File: src/rtl/alu_pkg.sv
// Shared ALU control encodings and the multiply sequencer state type.
// Imported by the ALU, the multiply sequencer and its testbench.
package alu_pkg;

   localparam logic [2:0] ALU_PASS_B = 3'b000;
   localparam logic [2:0] ALU_ADD    = 3'b010;
   localparam logic [2:0] ALU_SUB    = 3'b011;
   localparam logic [2:0] ALU_AND    = 3'b100;
   localparam logic [2:0] ALU_OR     = 3'b101;
   localparam logic [2:0] ALU_XOR    = 3'b110;

   typedef enum logic [1:0] {
      IDLE,
      RUN,
      DONE
   } mul_state_t;

endpackage

File: src/rtl/alu_mul_sequencer.sv
// Iterative shift-add multiplier (low BITS of the product) that borrows the shared ALU
// via alu_req/alu_gnt. Optional early termination on Q==0: define MUL_EARLY_TERM_EN.
module alu_mul_sequencer
   import alu_pkg::*;
#(
   parameter int BITS = 64
) (
   input  logic            clk,
   input  logic            reset,
   input  logic            start,
   input  logic [BITS-1:0] op_a,
   input  logic [BITS-1:0] op_b,
   output logic            busy,
   output logic            done,
   output logic [BITS-1:0] result,
   output logic            negative,
   output logic            zero,
   output logic            alu_req,
   input  logic            alu_gnt,
   output logic [BITS-1:0] alu_a,
   output logic [BITS-1:0] alu_b,
   output logic [2:0]      alu_cntrl,
   input  logic [BITS-1:0] alu_result
);

   localparam int CNT_W = $clog2(BITS) + 1;
   localparam logic [CNT_W-1:0] LAST_ITER = CNT_W'(BITS - 1);

   mul_state_t       state_q, state_d;
   logic [BITS-1:0]  m_q, m_d;
   logic [BITS-1:0]  q_q, q_d;
   logic [BITS-1:0]  acc_q, acc_d;
   logic [CNT_W-1:0] count_q, count_d;
   logic [BITS-1:0]  result_q, result_d;
   logic             busy_q, busy_d;
   logic             done_q, done_d;
   logic             q_zero;

`ifdef MUL_EARLY_TERM_EN
   assign q_zero = (q_q == '0);
`else
   assign q_zero = 1'b0;
`endif

   always_comb begin
      state_d   = state_q;
      m_d       = m_q;
      q_d       = q_q;
      acc_d     = acc_q;
      count_d   = count_q;
      result_d  = result_q;
      alu_req   = 1'b0;
      alu_cntrl = ALU_PASS_B;
      alu_a     = '0;
      alu_b     = '0;

      case (state_q)
         IDLE, DONE: begin
            if (start) begin
               m_d     = op_a;
               q_d     = op_b;
               acc_d   = '0;
               count_d = '0;
               state_d = RUN;
            end else begin
               state_d = IDLE;
            end
         end
         RUN: begin
            // Remaining multiplier bits are all zero: ACC already holds the product.
            if (q_zero) begin
               result_d = acc_q;
               state_d  = DONE;
            end else begin
               alu_req   = 1'b1;
               alu_cntrl = ALU_ADD;
               alu_a     = acc_q;
               alu_b     = q_q[0] ? m_q : '0;
               // Without a grant nothing moves, so the ALU operands stay stable for the retry.
               if (alu_gnt) begin
                  acc_d   = alu_result;
                  m_d     = m_q << 1;
                  q_d     = q_q >> 1;
                  count_d = count_q + CNT_W'(1);
                  if (count_q == LAST_ITER) begin
                     result_d = alu_result;
                     state_d  = DONE;
                  end
               end
            end
         end
         default: state_d = IDLE;
      endcase

      busy_d = (state_d == RUN);
      done_d = (state_d == DONE);
   end

   always_ff @(posedge clk) begin
      if (reset) begin
         state_q  <= IDLE;
         m_q      <= '0;
         q_q      <= '0;
         acc_q    <= '0;
         count_q  <= '0;
         result_q <= '0;
         busy_q   <= 1'b0;
         done_q   <= 1'b0;
      end else begin
         // NOTE: non-blocking assignments so every flop samples the pre-edge values.
         state_q  <= state_d;
         m_q      <= m_d;
         q_q      <= q_d;
         acc_q    <= acc_d;
         count_q  <= count_d;
         result_q <= result_d;
         busy_q   <= busy_d;
         done_q   <= done_d;
      end
   end

   assign busy     = busy_q;
   assign done     = done_q;
   assign result   = result_q;
   assign negative = result_q[BITS-1];
   assign zero     = (result_q == '0);

endmodule

File: config.mk
export PLATFORM = sky130hd
export DESIGN_NAME = alu_mul_sequencer
export DESIGN_NICKNAME = d
export VERILOG_FILES = /design/src/rtl/alu_pkg.sv /design/src/rtl/alu_mul_sequencer.sv
export SDC_FILE = /design/constraint.sdc
export NUM_CORES = 1
export LEC_CHECK = 0
export CAP_MARGIN = 20
export CORE_ASPECT_RATIO = 1.75
export CORE_MARGIN = 2
export CORE_UTILIZATION = 25
export CTS_CLUSTER_SIZE = 25
export DETAILED_ROUTE_END_ITERATION = 8
export MAX_ROUTING_LAYER = met4
export PLACE_DENSITY = 0.55
export SLEW_MARGIN = 20
export SYNTH_ARGS = -nofsm -noshare
export SYNTH_HDL_FRONTEND = slang
export SYNTH_SLANG_ARGS = --single-unit
File: constraint.sdc
create_clock -name clk -period 2.1 [get_ports clk]
set_clock_uncertainty 0.2 [all_clocks]
set_input_delay 0.42 -clock clk [delete_from_list [all_inputs] [get_ports clk]]
set_output_delay 0.42 -clock clk [all_outputs]
set_load 0.01 [all_outputs]
==> metrics.md <==
| Metric | Value |
|---|---|
| Outcome | finished, violations left |
| Failing checks | negative setup slack |
| Leakage | 7.85 nW |
| CTS tree | done |
| Hold Vio Cnt, Final | 0 |
| Worst Max-Slew Pin Slew | roughly 0.65 ns |
| Final min period | ~2.5 ns |
| Vias in the first global route | ~12000 |
| Full die area | 48200 um^2 |
| Row cnt | roughly 100 |
| Detailed Route Iter0 Violations | 773 |
| GRT overflow | 0 |
| Post-DP HPWL | ~32000 um |
| Most frequent cells in the layout | 260 x dfxtp_1, 208 x nand2_1, 195 x clkdlybuf4s50_1 |
| Antenna violations before repair | 6 |
| Area growth, synth to finish | 70.1% |
| Worst min-delay path class | in2reg |
| Critical Path Start Type | flop |
| Post-synth design cell area | between 10000 and 15000 um^2 |
| Port buffer count | 393 |
| R2r setup slk | roughly 0.07 ns |
| RSZ-0062 raised after global routing | yes |
| Starting Density | 0.253 |
| DRC viols | 0 |
| Crit path DAT | roughly 1.9 ns |
| Post-route ant nets | 0 |
| YS warnings | 0 |
| Clock latency on the worst-skew pair | between 0.5 and 0.6 ns |
| Largest net degree at the start of global routing | between 60 and 70 |
| Mean Syn Cell Area | ~8.4 um^2 |
| TritonCTS buffer count | 29 |
| Drt total wl | about 47000 um |
| Core Area | roughly 46000 um^2 |
| Crit. Startpoint | state_q[0] |
| Final setup fails | around 130 |
| Root buffer cell | clkbuf_16 |
| Seq cells post-synth | approximately 270 |
| VDD IR max | around 0.50 mV |
| R2R cell count | 9 |
| Worst Path Max Fanout | 8 |
| WL/cell | 19.0 um |
| Hold slack | 0.221 ns |
| Critical path type | reg2out |
| Max Clk Rate | ~0.39 GHz |
| Via/cell ratio | approximately 4.9 |
| Power Density | about 660 nW/um^2 |
| Worst endpoint required time | approximately 1.5 ns |
| Clock Path Buffers | 3 |
| Design Area, Final | ~20000 um^2 |
| Die Wd | 167 um |
| Sequential area share after synthesis | 0.461 |
| Crit path to | alu_b[7] |
| CTS clock-pin slew for the worst setup and hold paths | about 0.07 ns |
| Share of layout cells above drive strength 1 | 0.283 |
| First-pass GRT wire length | about 70000 um |
| Pre-CTS setup slack | -0.657 ns |
| Post-route setup TNS | -43.37 ns |
| RR Endpoint | m_q[48] |
| Vias | about 12000 |
| Number of max-cap violations | 0 |
| Drt first pass iters | 5 |
| Max Slew Vio Count | 0 |
| GP Congestion | just over 0.8 |
| Mapped Cells | between 1000 and 1500 |
| Setup crit end kind | primary output |
| Placed inst area | ~17000 um^2 |
| Die height | approximately 290 um |
| Ports | between 300 and 400 |
| H-Tree Depth | 1 |
| Netlist cell types | 33 |
| Leading cell type in the layout, fill and taps excluded | dfxtp_1 |
| Final nets | between 2000 and 2500 |
| Worst reg2reg path startpoint | state_q[0] |
| Total global-route track usage | 0.187 |
| Worst setup margin | -0.445 ns |
| Clk sink count | about 270 |
| Slew HR | 0.566 |
| Post-route clock period utilization | 1.21 |
[worst max-delay path, cell delays in order, from the launching register on]
cell and delay [ns]:
dfxtp_2 0.32, nor2b_4 0.21, buf_12 0.17, buf_12 0.13, buf_12 0.11, clkbuf_16 0.13, and3_4 0.18, buf_6 0.10
[layer usage]
layer	routed length, um	share of wire	up-vias	GRT usage
li1	-	-	5884	-
met3	2510	0.053	100	0.0331
met1	17600	0.38	5755	0.199
met4	2140	0.046	0	0.0823
met2	24700	0.53	390	0.339
met5	0	0	-	-
[worst min path at each step]
stage / from / end / slack [ns] / cells after the start
floorplan: acc_q[0] / acc_q[0] / 0.24 / 2
global placement: acc_q[17] / acc_q[17] / 0.25 / 2
detailed placement: acc_q[63] / acc_q[63] / 0.25 / 2
CTS: op_a[0] / m_q[0] / 0.18 / 3
global route: alu_result[41] / result[41] / 0.22 / 3
finish: op_a[0] / m_q[0] / 0.22 / 3
[state kept, by name, summed over array words and instances, names as in the netlist]
name,cells
q_q,64
state_q,2
acc_q,64
result,64
count_q,7
busy,1
done,1
m_q,64
[final cells by class]
cell class                 instances  area [um^2]
antenna                            6         15.0
clock buffer                      41          861
clock inverter                    12          154
fill                            4500        26200
inverter                           1         6.26
multi-input combinational        966         6220
sequential                       267         5350
tap                              583          729
timing repair buffer             598         6390
[timing repair]
item | in CTS | in global routing
setup endpoints to repair | 197 | 131
hold endpoints to repair | 4 | 0
buffers inserted | 28 | 20
cloned | 12 | 4
gates resized for setup | 765 | 183
pin swaps | 30 | 34
hold buffers | 1 | 0
[cells by family after synthesis]
kind of cell,after synthesis,synth area share
buf+inv,149,0.0552
other cells,1,0.000323
compound gates,296,0.156
mux,99,0.0854
simple gates,567,0.241
xor+xnor,1,0.000755
fa+ha+maj,1,0.00108
flops,267,0.461
[metrics by stage]
step,util,instances,total power [mW]
3_5_place_dp,0.374,2361,7.29
5_1_grt,0.430,2474,13.6
2_1_floorplan,-,1382,6.35
6_report,0.430,2474,13.0
4_1_cts,0.410,2452,13.1
3_3_place_gp,0.374,2361,7.27
[synthesized netlist by cell type]
master | count | area [um^2]
nor4_1 | 17 | 106
nand2_1 | 208 | 781
a22oi_1 | 89 | 668
nand4_1 | 4 | 25.0
o2111ai_1 | 2 | 17.5
inv_1 | 1 | 3.75
dfxtp_1 | 267 | 5350
mux2i_1 | 99 | 991
ha_1 | 1 | 12.5
or4_1 | 1 | 7.51
buf_1 | 18 | 67.6
nor3_1 | 34 | 170
a211oi_1 | 33 | 248
buf_4 | 8 | 60.1
xor2_1 | 1 | 8.76
nand4b_1 | 1 | 8.76
and3_1 | 64 | 400
o21ai_0 | 6 | 30.0
nor4_2 | 1 | 12.5
conb_1 | 1 | 3.75
nand3b_1 | 1 | 7.51
a31oi_1 | 8 | 50.1
buf_2 | 17 | 85.1
nand3_1 | 162 | 811
clkbuf_1 | 101 | 379
or3_1 | 3 | 18.8
and2_1 | 66 | 413
and3b_1 | 1 | 8.76
nor2b_1 | 2 | 12.5
buf_6 | 4 | 45.0
a21oi_1 | 157 | 786
nand2b_1 | 2 | 12.5
o211ai_1 | 1 | 7.51
[where the power goes]
part	total (mW)	internal, mW	leakage, nW	switching [mW]
clock	5.45	3.22	0.493	2.23
sequential	5.46	5.30	2.18	0.156
combinational	2.12	1.13	5.18	0.988
total	13.0	9.65	7.85	3.37
No activity file was read; power rests on OpenSTA's default activity.
